===== config.mk =====
export PLATFORM = sky130hd
export DESIGN_NAME = alu_op_sequencer
export DESIGN_NICKNAME = d
export VERILOG_FILES = /design/src/rtl/alu_op_sequencer.sv
export SDC_FILE = /design/constraint.sdc
export NUM_CORES = 1
export LEC_CHECK = 0
export ABC_AREA = 1
export CAP_MARGIN = 0
export CORE_MARGIN = 2
export CORE_UTILIZATION = 44
export CTS_CLUSTER_DIAMETER = 150
export DETAILED_ROUTE_END_ITERATION = 12
export PLACE_DENSITY = 0.81
export SLEW_MARGIN = 30
export SYNTH_ARGS = -nofsm -noshare
export SYNTH_HDL_FRONTEND = slang
export SYNTH_SLANG_ARGS = --single-unit

===== constraint.sdc =====
create_clock -name clk -period 2.6 [get_ports clk]
set_clock_uncertainty 0.2 [all_clocks]
set_input_delay 0.52 -clock clk [delete_from_list [all_inputs] [get_ports clk]]
set_output_delay 0.52 -clock clk [all_outputs]
set_load 0.01 [all_outputs]

===== src/rtl/alu_op_sequencer.sv =====
// Registered ALU funct decoder with valid/ready handshake and iterative mul/div sequencing.
// Latency: 1 cycle for single-cycle ops; ITERS+1 cycles from accept to hilo_we for mul/div.
// Backpressure: in_ready drops while a mul/div runs (ITER/DONE) and during rst.
// Optional feature: define ALU_SEQ_ILLEGAL_TRAP_EN to trap ALUOp==11 as an illegal NOP.
module alu_op_sequencer #(
  parameter int FUNCT_W = 6,
  parameter int ITERS   = 32,
  localparam int CNT_W  = $clog2(ITERS)
) (
  input  logic               clk,
  input  logic               rst,
  input  logic               in_valid,
  output logic               in_ready,
  input  logic [1:0]         ALUOp,
  input  logic [FUNCT_W-1:0] funct_ctrl,
  output logic [FUNCT_W-1:0] funct,
  output logic               out_valid,
  output logic               busy,
  output logic               iter_en,
  output logic [CNT_W-1:0]   iter_cnt,
  output logic               iter_last,
  output logic               hilo_we,
  output logic               illegal
);

  localparam logic [FUNCT_W-1:0] F_ADD   = FUNCT_W'(6'b100000);
  localparam logic [FUNCT_W-1:0] F_SUB   = FUNCT_W'(6'b100010);
  localparam logic [FUNCT_W-1:0] F_MULT  = FUNCT_W'(6'b011000);
  localparam logic [FUNCT_W-1:0] F_MULTU = FUNCT_W'(6'b011001);
  localparam logic [FUNCT_W-1:0] F_DIV   = FUNCT_W'(6'b011010);
  localparam logic [FUNCT_W-1:0] F_DIVU  = FUNCT_W'(6'b011011);
  localparam logic [CNT_W-1:0]   CNT_MAX = CNT_W'(ITERS - 1);

  typedef enum logic [1:0] {IDLE, ITER, DONE} state_t;

  state_t             state_q, state_d;
  logic [FUNCT_W-1:0] funct_q, funct_d, code;
  logic [CNT_W-1:0]   cnt_q, cnt_d;
  logic               ov_q, ov_d;
  logic               accept, is_multi, cnt_last;
`ifdef ALU_SEQ_ILLEGAL_TRAP_EN
  logic               is_illegal, ill_q, ill_d;
`endif

  assign in_ready = (state_q == IDLE) & ~rst;
  assign accept   = in_valid & in_ready;
  assign cnt_last = (cnt_q == CNT_MAX);

  always_comb begin
    code     = F_ADD;
    is_multi = 1'b0;
`ifdef ALU_SEQ_ILLEGAL_TRAP_EN
    is_illegal = 1'b0;
`endif
    case (ALUOp)
      2'b00: code = F_ADD;
      2'b01: code = F_SUB;
      2'b10: begin
        code     = funct_ctrl;
        is_multi = (funct_ctrl == F_MULT) || (funct_ctrl == F_MULTU) ||
                   (funct_ctrl == F_DIV)  || (funct_ctrl == F_DIVU);
      end
      default: begin
`ifdef ALU_SEQ_ILLEGAL_TRAP_EN
        code       = '0;
        is_illegal = 1'b1;
`else
        code = F_ADD;
`endif
      end
    endcase
  end

  always_comb begin
    state_d = state_q;
    funct_d = funct_q;
    cnt_d   = cnt_q;
    ov_d    = 1'b0;
`ifdef ALU_SEQ_ILLEGAL_TRAP_EN
    ill_d   = 1'b0;
`endif
    case (state_q)
      IDLE: begin
        if (accept) begin
          funct_d = code;
          cnt_d   = '0;
          if (is_multi) begin
            state_d = ITER;
          end else begin
            ov_d = 1'b1;
`ifdef ALU_SEQ_ILLEGAL_TRAP_EN
            ill_d = is_illegal;
`endif
          end
        end
      end
      // Counter saturates at the last step; DONE clears it on exit.
      ITER: begin
        if (cnt_last) state_d = DONE;
        else          cnt_d   = cnt_q + CNT_W'(1);
      end
      DONE: begin
        state_d = IDLE;
        cnt_d   = '0;
      end
      default: state_d = IDLE;
    endcase
  end

  always_ff @(posedge clk) begin
    if (rst) begin
      state_q <= IDLE;
      funct_q <= '0;
      cnt_q   <= '0;
      ov_q    <= 1'b0;
    end else begin
      state_q <= state_d;
      funct_q <= funct_d;
      cnt_q   <= cnt_d;
      ov_q    <= ov_d;
    end
  end

`ifdef ALU_SEQ_ILLEGAL_TRAP_EN
  always_ff @(posedge clk) begin
    if (rst) ill_q <= 1'b0;
    else     ill_q <= ill_d;
  end
  assign illegal = ill_q;
`else
  assign illegal = 1'b0;
`endif

  // All status outputs are decoded from registered state only.
  assign funct     = funct_q;
  assign iter_cnt  = cnt_q;
  assign busy      = (state_q != IDLE);
  assign iter_en   = (state_q == ITER);
  assign iter_last = (state_q == ITER) & cnt_last;
  assign hilo_we   = (state_q == DONE);
  assign out_valid = ov_q | (state_q == DONE);

endmodule


==> results by stage, run 1 <==
Run status:
- The run finished with clean final reports.

Synthesis:
- In this run, synthesis produced a sequential element count of 14.
- The most used flip-flop cell after synthesis is dfxtp_1.
- The share of synthesized flip-flops with an asynchronous set or reset is 0%.
- Yosys printed 0 warnings.
- The number of enable flip-flop cells after synthesis is 0.
- The multiplexer area fraction after synthesis is 0%.
- The post-synthesis share of cell area spent on full adders, half adders and majority gates is 6.97%.
- In this run the biggest area consumer among cell types represents between 30% and 40% of the synthesized area.
- The synthesized netlist devotes roughly an eighth of its cell area to compound gates.
- The number of nets handed over by synthesis was 115.
- After synthesis, the cell types taking the most area are dfxtp_1 (39%), nand2_1 (13%), a21oi_1 (7.7%).
- The post-synthesis cell type with the largest combined area is dfxtp_1.
- The number of distinct standard cells referenced by the synthesized netlist is 19.
- The most frequent cell after synthesis is nand2_1.
- Of the total synthesized cell area, the portion taken by AND, OR, NAND and NOR gates is 33.6%.
- The sequential share of the synthesized area is 39.0%.
- The number of instances in the synthesized netlist is 100.
- The area of the mapped netlist is just over 700 sq um.
- In the synthesized netlist, the cells that appear most often are nand2_1 (24), dfxtp_1 (14), nor2_1 (12), a21oi_1 (11), inv_1 (11).
- Dividing the synthesized area by the synthesized cell count gives 7.18 sq um.
- After synthesis, the largest family of logic cells by area is simple AND/OR/NAND/NOR gates.
- The xor/xnor share of the synthesized area is 0%.

Placement:
- At the placement stage, the worst setup path has a slack of between 0.2 and 0.25 ns.
- After detailed placement, the design holds a cell count of 142.
- The estimated wirelength of the detail-placed design is 1.30 mm.
- Routability-driven placement finished with a final weighted congestion of a little under 0.9.
- The number of port buffers is 27.

Critical path:
- The worst setup path is captured at an output pin.
- The required time reported for the critical path endpoint is roughly 1.9 ns.
- The worst register-to-register path has a depth of 8.
- At the worst endpoint, the arrival time is 1.63 ns.
- In this run the worst path has a maximum fanout of 5.
- The worst setup path is launched from a flip-flop.
- The worst setup path is of the reg2out kind.

Cells and area:
- The post-route non-filler standard cell count is 146.
- The number of diodes is 0.
- The layout has about 140 filler cells.
- The fraction of final layout cells sized beyond drive strength 1 is 11.5%.
- The number of nets in the finished design is 146.
- Relative to the synthesized area, the layout overhead comes to 45.1%.

Timing:
- The minimum clock period is 2.35 ns.
- In the post-route analysis, the smallest setup slack over all paths is 0.248 ns.
- The final count of hold timing violations came to 0.
- Static timing analysis puts the maximum clock frequency at ~430 MHz.
- Setup repair after global routing left no endpoint under its margin.
- The final setup TNS is 0 ns.
- The total setup violations reported at the end of the flow is 0.
- After layout, the worst path uses around nine tenths of the clock period.
- The number of max-slew violations in the final report came to 0.

Clocking:
- The clock slew at the register clock pins of the worst setup and hold paths is about 0.08 ns.
- In this run the number of H-tree levels came out at 1.
- The master cell of the clock root buffer is clkbuf_4.
- The number of hold buffers added after CTS was 0.
- Clock tree synthesis inserted a total of 3 buffers.
- The clock sink count is 14.
- TritonCTS built the clock tree.
- No sink is reached through more buffers than the 2 on the longest clock path.
- The source-to-sink clock delay at the later pin of the worst-skew pair is 0.28 ns.
- The count of instances resized after the clock tree is built is 3.
- The number of setup buffers added after CTS is 0.

Die:
- In this run the count of I/O pins placed on the die edge is 29.
- The width of the die is between 40 and 50 um.
- The initial core utilization is 47.1%.
- The placeable core region is between 1500 and 2000 sq um.
- The die covers 1970 sq um.
- The die is about 44 um tall.
- The count of standard-cell rows is 14.

Power and ir drop:
- The total internal power is 0.333 mW.
- The power density over the cells is 415 nW/um^2.
- Of the total power, registers draw 50.7%.
- Across the VDD grid, the largest voltage drop is between 0.2 and 0.3 mV.
- The clock share of power is approximately 36%.
- The leakage dissipation is 0.439 nW.
- The fraction of power consumed by combinational cells is 13.3%.
- The net switching power is 0.0995 mW.
- The switching power share of the total is 23.0%.

Routing:
- The detailed-route wire length is 1.58 mm.
- The first-iteration detailed-routing DRC count is 5.
- The remaining design rule violation count is 0.
- The first-pass iteration count of the detailed router is 4.
- The via-per-instance ratio is 5.05.
- Dividing the detail-routed wire length by the instance count gives 10.8 um.
- The number of vias after detailed routing is roughly 740.
- In this run the remaining antenna-violating nets after routing total 0.

Global routing:
- The via count of the first global-routing pass came to 676.
- Global routing consumed, on the met1 layer, 22.3% of the routing resources.
- The first-pass GRT wire length is 2.79 mm.
- The layer with the highest usage is met2.
- Entering global routing, the biggest net connects 12 pins.
- The met3 capacity usage during global routing is between 5 and 6%.
- The total track usage is a little under 20%.
- In the global route stage, met2 resource usage came out at 34.1%.
- Summed over all layers, the global routing overflow is 0.
- The initial antenna violation count is 0.

Run:
- Across the run, the number of max-cap violations was 0.

Hold path:
- The worst hold-check path type is reg2reg.
- The number of cells traversed by the worst hold path is 2.
-- worst max-delay path, cell delays in order, from the launching register on --
cell	delay, ns
dfxtp_2	0.37
ha_1	0.20
nand2_1	0.06
nor2_1	0.08
ha_1	0.18
inv_1	0.09
nor2_1	0.10
dlygate4sd2_1	0.27
-- cells in the final DEF (no fill, tap or decap), types with 2 or more instances in the layout --
| cell | n |
|---|---|
| dfxtp_2 | 2 |
| clkbuf_4 | 3 |
| nand3_1 | 7 |
| o21ai_2 | 3 |
| nand2_1 | 24 |
| dfxtp_1 | 12 |
| clkdlybuf4s50_1 | 26 |
| nand4_1 | 4 |
| nor2_1 | 12 |
| inv_1 | 11 |
| ha_1 | 4 |
| a21oi_1 | 11 |
-- path summary, 6_finish.rpt --
check	start	slack (ns)	end
setup / recovery	iter_cnt[0]	0.25	iter_last
hold / removal	funct[5]	0.27	funct[5]
setup reg to reg	iter_cnt[0]	0.81	iter_cnt[3]
hold reg to reg	funct[5]	0.27	funct[5]
-- per-stage QoR --
step | util (%) | hold WS [ns] | instance area, sq um | power, mW
2_1_floorplan | - | 0.290 | 718 | 0.251
3_3_place_gp | 65.9 | 0.257 | 1000 | 0.281
3_5_place_dp | 65.9 | 0.260 | 1000 | 0.282
4_1_cts | 68.4 | 0.276 | 1040 | 0.438
5_1_grt | 68.4 | 0.292 | 1040 | 0.456
6_report | 68.4 | 0.274 | 1040 | 0.433
-- registers in the layout, indices dropped and copies added (netlist names) --
signal	flops
state_q	2
funct	6
iter_cnt	5
ov_q	1
-- layer usage --
layer  share of wire (%)  vias up
li1                    -      383
met1                  42      328
met2                  51       25
met3                 5.8        2
met4                 1.3        0
met5                   0        -
-- power groups by stage --
stage / Clock, mW / Sequential [mW] / Combinational, mW
after floorplan: 0 / 0.226 / 0.0258
after global placement: 0 / 0.224 / 0.0568
after detailed placement: 0 / 0.225 / 0.0576
after CTS: 0.160 / 0.220 / 0.0578
after global routing: 0.174 / 0.220 / 0.0627
final: 0.156 / 0.220 / 0.0574
-- kinds of logic after synthesis --
logic type / after synthesis
AO/OA/AOI/OAI: 15
adder cells (fa/ha/maj): 4
buffers and inverters: 14
flip-flops: 14
other: 1
AND/OR/NAND/NOR: 52
-- layout make-up --
cell class	instances	area, sq um	share of cell area, %
inverter	12	45.0	4.32
timing repair buffer	28	277	26.5
tap	16	20.0	1.92
multi-input combinational	72	382	36.6
clock buffer	4	36.3	3.48
sequential	14	283	27.1
Power figures use the tool's default switching activity.
==> inputs of run 2 (changes only) <==
--- a/config.mk
+++ b/config.mk
@@ -7,11 +7,12 @@
 export LEC_CHECK = 0
 export ABC_AREA = 1
 export CAP_MARGIN = 0
-export CORE_MARGIN = 2
-export CORE_UTILIZATION = 44
+export CELL_PAD_IN_SITES_DETAIL_PLACEMENT = 1
+export CELL_PAD_IN_SITES_GLOBAL_PLACEMENT = 1
+export CORE_UTILIZATION = 30
 export CTS_CLUSTER_DIAMETER = 150
 export DETAILED_ROUTE_END_ITERATION = 12
-export PLACE_DENSITY = 0.81
+export PLACE_DENSITY_LB_ADDON = 0.1
 export SLEW_MARGIN = 30
 export SYNTH_ARGS = -nofsm -noshare
 export SYNTH_HDL_FRONTEND = slang
==> run 2 against run 1 <==
Compared with the run above:
- maximum frequency fell by 2.7%
- critical endpoint unchanged
- non-clock buffer count did not move
- critical path type unchanged
- register-to-register slack got worse by 0.04 ns
- final cell count rose by 8.2%
- largest cell class unchanged
- clock power rose by 3%
- first-iteration DRC count rose by 60%
- routed wire length rose by 22%
- flip-flop and latch count did not move
- setup slack got worse by 0.066 ns
==> results by stage, run 2 (synthesis gave the netlist of run 1 again) <==
Timing:
- The minimum clock period was 2.42 ns (was 2.35 ns).
- The maximum achievable frequency is 414 MHz (was 425 MHz).
- The post-route clock period utilization is 93.0% (was 90.4%).
- The total setup violations reported at the end of the flow is 0 (unchanged).
- Setup repair after global routing missed its margin: no (unchanged).
- The final setup TNS was 0 ns (unchanged).
- The number of max-slew violations in the final report came to 0 (unchanged).
- The smallest setup slack after layout came to 0.182 ns (was 0.248 ns).
- The final count of hold timing violations is 0 (unchanged).

Die:
- The placeable core region is 2230 sq um (was 1520 sq um).
- The count of standard-cell rows was 17 (was 14).
- The width of the die is 50.9 um (was 44.4 um).
- The overall die area is 2590 sq um (was 1970 sq um).
- The initial core utilization came to 32.2% (was 47.1%).
- The die extent in y came to 50.9 um (was 44.4 um).
- The number of placed I/O pins is 29 (unchanged).

Critical path:
- The maximum fanout along the worst path is 5 (unchanged).
- The number of cell instances on the worst register-to-register path is 8 (unchanged).
- The worst reg2reg path endpoint is iter_cnt[3] (unchanged).
- The critical register-to-register path startpoint is iter_cnt[0] (unchanged).
- The setup slack on the worst flop-to-flop path came to 0.77 ns (was 0.81 ns).
- The arrival time at the worst endpoint is 1.70 ns (was 1.63 ns).
- The kind of start point of the critical path is a flip-flop (unchanged).
- The required time reported for the critical path endpoint came to 1.88 ns (about the same).
- The sort of element at the end of the critical path is an output pin (unchanged).
- The worst setup path category was reg2out (unchanged).

Global routing:
- The largest net degree at the start of global routing is 12 (unchanged).
- The initial antenna violation count was 0 (unchanged).
- The via count of the first global-routing pass is 795 (was 676).
- The first-pass GRT wire length is 3.39 mm (was 2.79 mm).
- The leftover overflow at the end of global routing was 0 (unchanged).
- The total track usage came to 17.4% (was 19.4%).

Placement:
- The number of port buffers was 27 (unchanged).
- The global placer's final weighted congestion is 0.743 (was 0.895).
- The pre-CTS setup slack is 0.186 ns (was 0.222 ns).
- The post-placement cell area came to 1020 sq um (was 1000 sq um).
- The estimated wirelength of the detail-placed design was 1.51 mm (was 1.30 mm).

Cells and area:
- Commonest cells after routing, fill and taps aside: clkdlybuf4s50_1 (26), nand2_1 (24), nor2_1 (12), dfxtp_1 (12) (unchanged).
- The number of nets in the finished design was 146 (unchanged).
- The area of the multi-input gates was 382 sq um (unchanged).
- The number of fillers in the final layout is 306 (was 144).
- The number of flip-flops under the largest register name is 6 (unchanged).
- The fraction of final layout cells sized beyond drive strength 1 is 11.5% (unchanged).
- The final core utilization is 47.3% (was 68.4%).
- The area of all sequential standard cells is 283 sq um (unchanged).
- The cell area after layout is 1060 sq um (was 1040 sq um).
- The leading cell type in the layout, fill and taps excluded is clkdlybuf4s50_1 (unchanged).
- The number of diodes is 0 (unchanged).
- The area added between synthesis and finish is 47.2% (was 45.1%).

Routing:
- The via-per-instance ratio came to 4.74 (was 5.05).
- The first-pass iteration count of the detailed router is 4 (unchanged).
- The number of nets with antenna violations after routing was 0 (unchanged).
- The first-iteration detailed-routing DRC count came to 8 (was 5).
- The detailed-route wire length is 1.93 mm (was 1.58 mm).
- The remaining design rule violation count was 0 (unchanged).
- The number of vias after detailed routing is 749 (was 738).
- The routed wire length per instance was 12.2 um (was 10.8 um).

Hold path:
- The end point of the worst hold path is funct[0] (was funct[5]).
- The number of cells traversed by the worst hold path came to 2 (unchanged).
- The beginning of the worst hold path is funct[0] (was funct[5]).
- The worst hold-check path type is reg2reg (unchanged).

Power and ir drop:
- The worst vdd rail ir drop is 0.204 mV (was 0.278 mV).
- The total internal power came to 0.334 mW (was 0.333 mW).
- The fraction of power consumed by combinational cells is 13.5% (was 13.3%).
- The net switching power is 0.105 mW (was 0.0995 mW).
- The switching power share of the total is 23.9% (was 23.0%).
- The clock share of power was 36.5% (was 36.0%).
- The total power consumption of the routed design was 0.438 mW (was 0.433 mW).
- The leakage dissipation was 0.439 nW (unchanged).
- The power density over the cells is 415 nW/um^2 (about the same).
- The power share of the sequential group is 50.0% (was 50.7%).

Clocking:
- The clock slew at the register clock pins of the worst setup and hold paths is 0.09 ns (was 0.08 ns).
- The clock sink count is 14 (unchanged).
- The number of setup buffers added after CTS is 0 (unchanged).
- The count of instances resized after the clock tree is built is 3 (unchanged).
- The source-to-sink clock delay at the later pin of the worst-skew pair is 0.28 ns (about the same).
- The H-tree depth reported by CTS is 1 (unchanged).
- The number of buffers inserted for hold repair after clock tree synthesis is 0 (unchanged).
- The clock tree from TritonCTS is done (unchanged).
- The master cell of the clock root buffer is clkbuf_4 (unchanged).
- The number of CTS-inserted buffers is 3 (unchanged).
- The worst-case clock buffer depth was 2 (unchanged).

Run status:
- Result of the run: complete, no violations (unchanged).

Run:
- The max-capacitance violation count is 0 (unchanged).
==> run 2: cell counts in the layout (fill, tap and decap cells not counted) <==
No cell type changed its count.
==> run 2: layout make-up <==
class,count,area share (%)
Multi-Input combinational cell,72,36.1
Sequential cell,14,26.7
Timing Repair Buffer,28,26.2
Inverter,12,4.26
Clock buffer,4,3.43
Tap cell,28,3.31
==> run 2: through the flow <==
step,hold slack (ns),cells
after floorplan,0.290,100
after global placement,0.254,154
after detailed placement,0.266,154
after CTS,0.278,158
after global routing,0.289,158
final,0.276,158
==> run 2: how the worst max path moves through the flow <==
stage / startpoint / to / slack (ns) / cells after the start
floorplan: iter_cnt[0] / iter_last / 0.69 / 6
global placement: iter_cnt[0] / iter_last / 0.25 / 7
detailed placement: iter_cnt[0] / iter_last / 0.19 / 7
CTS: iter_cnt[0] / iter_last / 0.18 / 7
global route: iter_cnt[0] / iter_last / 0.05 / 7
finish: iter_cnt[0] / iter_last / 0.18 / 7
==> run 2: layer usage <==
metal / vias up / global-route usage [%] / wire length, um / part of all wire (%)
met3: 2 / 2.98 / 84 / 4.4
met4: 0 / 6.02 / 14 / 0.73
met2: 21 / 31.1 / 934 / 48
met5: - / 0 / 0 / 0
li1: 379 / - / - / -
met1: 347 / 20.7 / 894 / 46
==> run 2: power groups by stage <==
stage / combinational, mW / clock, mW / sequential (mW)
3_3_place_gp: 0.0580 / 0 / 0.224
4_1_cts: 0.0599 / 0.165 / 0.219
5_1_grt: 0.0663 / 0.173 / 0.220
3_5_place_dp: 0.0595 / 0 / 0.225
6_report: 0.0590 / 0.160 / 0.219
2_1_floorplan: 0.0258 / 0 / 0.226
==> run 2: worst max-delay path: stages, from the launching register on <==
cell	delay, ns
dfxtp_2	0.38
ha_1	0.20
nand2_1	0.06
nor2_1	0.10
ha_1	0.20
inv_1	0.10
nor2_1	0.11
dlygate4sd2_1	0.27
==> inputs of run 3 (changes only) <==
--- a/config.mk
+++ b/config.mk
@@ -9,6 +9,7 @@
 export CAP_MARGIN = 0
 export CELL_PAD_IN_SITES_DETAIL_PLACEMENT = 1
 export CELL_PAD_IN_SITES_GLOBAL_PLACEMENT = 1
+export CORE_MARGIN = 4
 export CORE_UTILIZATION = 30
 export CTS_CLUSTER_DIAMETER = 150
 export DETAILED_ROUTE_END_ITERATION = 12
==> run 3 against run 2 <==
Compared with the run above:
- hold slack worse by 0.0058 ns
- non-clock buffer count stayed put
- critical path depth is 4 lower
- flip-flop and latch count stayed put
==> results by stage, run 3 (synthesis gave the netlist of run 1 again) <==
Run status:
- Result of the run: complete, no violations (unchanged).

Global routing:
- The leftover overflow at the end of global routing is 0 (unchanged).
- The total track usage was 14.5% (was 17.4%).
- The first-pass GRT wire length was 3.73 mm (was 3.39 mm).
- The largest net degree at the start of global routing is 12 (unchanged).
- The initial antenna violation count is 0 (unchanged).
- The via count of the first global-routing pass came to 834 (was 795).

Routing:
- The via-per-instance ratio is 4.68 (was 4.74).
- The first-iteration detailed-routing DRC count is 5 (was 8).
- The number of nets with antenna violations after routing came to 0 (unchanged).
- The remaining design rule violation count is 0 (unchanged).
- The first-pass iteration count of the detailed router is 4 (unchanged).
- The number of vias after detailed routing is 739 (was 749).
- The detailed-route wire length is 2.03 mm (was 1.93 mm).
- The routed wire length per instance is 12.8 um (was 12.2 um).

Timing:
- The minimum clock period came to 2.35 ns (was 2.42 ns).
- The final setup TNS is 0 ns (unchanged).
- The number of max-slew violations in the final report is 0 (unchanged).
- The smallest setup slack after layout is 0.248 ns (was 0.182 ns).
- Setup repair after global routing missed its margin: no (unchanged).
- The post-route clock period utilization came to 90.5% (was 93.0%).
- The total setup violations reported at the end of the flow is 0 (unchanged).
- The maximum achievable frequency was 425 MHz (was 414 MHz).
- The final count of hold timing violations is 0 (unchanged).

Cells and area:
- The number of flip-flops under the largest register name is 6 (unchanged).
- The leading cell type in the layout, fill and taps excluded is clkdlybuf4s50_1 (unchanged).
- The final core utilization is 46.9% (was 47.3%).
- Commonest cells after routing, fill and taps aside: clkdlybuf4s50_1 (26), nand2_1 (24), nor2_1 (12), dfxtp_1 (12) (unchanged).
- The number of fillers in the final layout is 305 (was 306).
- The area of all sequential standard cells is 283 sq um (unchanged).
- The area of the multi-input gates came to 387 sq um (was 382 sq um).
- The area added between synthesis and finish is 47.4% (was 47.2%).
- The fraction of final layout cells sized beyond drive strength 1 is 13.8% (was 11.5%).
- The post-route non-filler standard cell count is 158 (unchanged).
- The number of nets in the finished design came to 146 (unchanged).
- The number of diodes is 0 (unchanged).

Clocking:
- The number of CTS-inserted buffers is 3 (unchanged).
- The number of setup buffers added after CTS is 0 (unchanged).
- The master cell of the clock root buffer is clkbuf_4 (unchanged).
- The H-tree depth reported by CTS is 1 (unchanged).
- The clock sink count was 14 (unchanged).
- The clock tree from TritonCTS is done (unchanged).
- The worst-case clock buffer depth is 2 (unchanged).
- The clock slew at the register clock pins of the worst setup and hold paths is 0.09 ns (about the same).
- The source-to-sink clock delay at the later pin of the worst-skew pair is 0.29 ns (was 0.28 ns).

Power and ir drop:
- The total power consumption of the routed design is 0.440 mW (was 0.438 mW).
- The clock share of power was 36.6% (was 36.5%).
- The net switching power is 0.106 mW (was 0.105 mW).
- The leakage dissipation is 0.429 nW (was 0.439 nW).
- The total internal power came to 0.334 mW (about the same).
- The switching power share of the total is 24.1% (was 23.9%).
- The worst vdd rail ir drop was 0.301 mV (was 0.204 mV).
- The fraction of power consumed by combinational cells is 13.4% (was 13.5%).
- The power density over the cells is 415 nW/um^2 (about the same).
- The power share of the sequential group was 50.0% (about the same).

Die:
- The placeable core region was 2250 sq um (was 2230 sq um).
- The overall die area is 3240 sq um (was 2590 sq um).
- The count of standard-cell rows was 17 (unchanged).
- The number of placed I/O pins is 29 (unchanged).
- The width of the die is 56.9 um (was 50.9 um).
- The die extent in y was 56.9 um (was 50.9 um).
- The initial core utilization is 31.9% (was 32.2%).

Critical path:
- The sort of element at the end of the critical path is an output pin (unchanged).
- The critical register-to-register path startpoint was iter_cnt[0] (unchanged).
- The kind of start point of the critical path is a flip-flop (unchanged).
- The number of cell instances on the worst register-to-register path came to 8 (unchanged).
- The worst setup path category is reg2out (unchanged).
- The arrival time at the worst endpoint is 1.63 ns (was 1.70 ns).
- The maximum fanout along the worst path came to 6 (was 5).
- The required time reported for the critical path endpoint was 1.88 ns (about the same).
- The origin of the worst setup path is state_q[0] (was iter_cnt[0]).

Placement:
- The number of port buffers is 27 (unchanged).
- The estimated wirelength of the detail-placed design came to 1.66 mm (was 1.51 mm).
- The number of cells after detailed placement was 154 (unchanged).
- The pre-CTS setup slack is 0.103 ns (was 0.186 ns).
- The global placer's final weighted congestion is 0.735 (was 0.743).

Hold path:
- The number of cells traversed by the worst hold path was 2 (unchanged).
- The worst hold-check path type is reg2reg (unchanged).
- The beginning of the worst hold path is funct[0] (unchanged).

Run:
- The max-capacitance violation count was 0 (unchanged).
==> run 3: what timing repair did <==
item | CTS | global route
pin swaps | 1 | 0
setup endpoints to repair | 1 | 1
hold buffers | 0 | 0
resized for setup | 4 | 3
hold endpoints to repair | 0 | 0
==> run 3: final cells by class <==
| class | count | share of cell area (%) |
|---|---|---|
| clock buffers | 4 | 3.43 |
| repair buffers | 28 | 25.8 |
| multi-input cells | 72 | 36.5 |
| flip-flops and latches | 14 | 26.7 |
| well taps | 28 | 3.31 |
| inverters | 12 | 4.26 |
==> run 3: worst max-delay path, stage by stage (launching register included) <==
cell	delay, ns
dfxtp_1	0.48
nand2_1	0.17
inv_1	0.14
clkdlybuf4s50_1	0.55
==> run 3: power by group through the flow <==
stage / registers [mW] / logic, mW / clock network, mW
after CTS: 0.220 / 0.0604 / 0.168
after global placement: 0.224 / 0.0587 / 0
final: 0.220 / 0.0591 / 0.161
after floorplan: 0.226 / 0.0258 / 0
after detailed placement: 0.225 / 0.0601 / 0
after global routing: 0.220 / 0.0659 / 0.180
==> run 3: routing by layer <==
metal	GRT usage (%)	vias to the layer above	part of all wire, %
li1	-	383	-
met1	16.6	334	40
met2	26.3	18	54
met3	4.30	4	4.8
met4	3.97	0	1.2
met5	0	-	0
==> run 3: through the flow <==
step | cell area, sq um | hold slack (ns)
2_1_floorplan | 718 | 0.290
3_3_place_gp | 1020 | 0.255
3_5_place_dp | 1020 | 0.258
4_1_cts | 1060 | 0.272
5_1_grt | 1060 | 0.293
6_report | 1060 | 0.270
==> run 3: worst paths after layout <==
check / end / slack, ns
worst min register to register: funct[0] / 0.27
worst max register to register: iter_cnt[2] / 0.77
worst max-delay path: iter_en / 0.25
worst min-delay path: funct[0] / 0.27
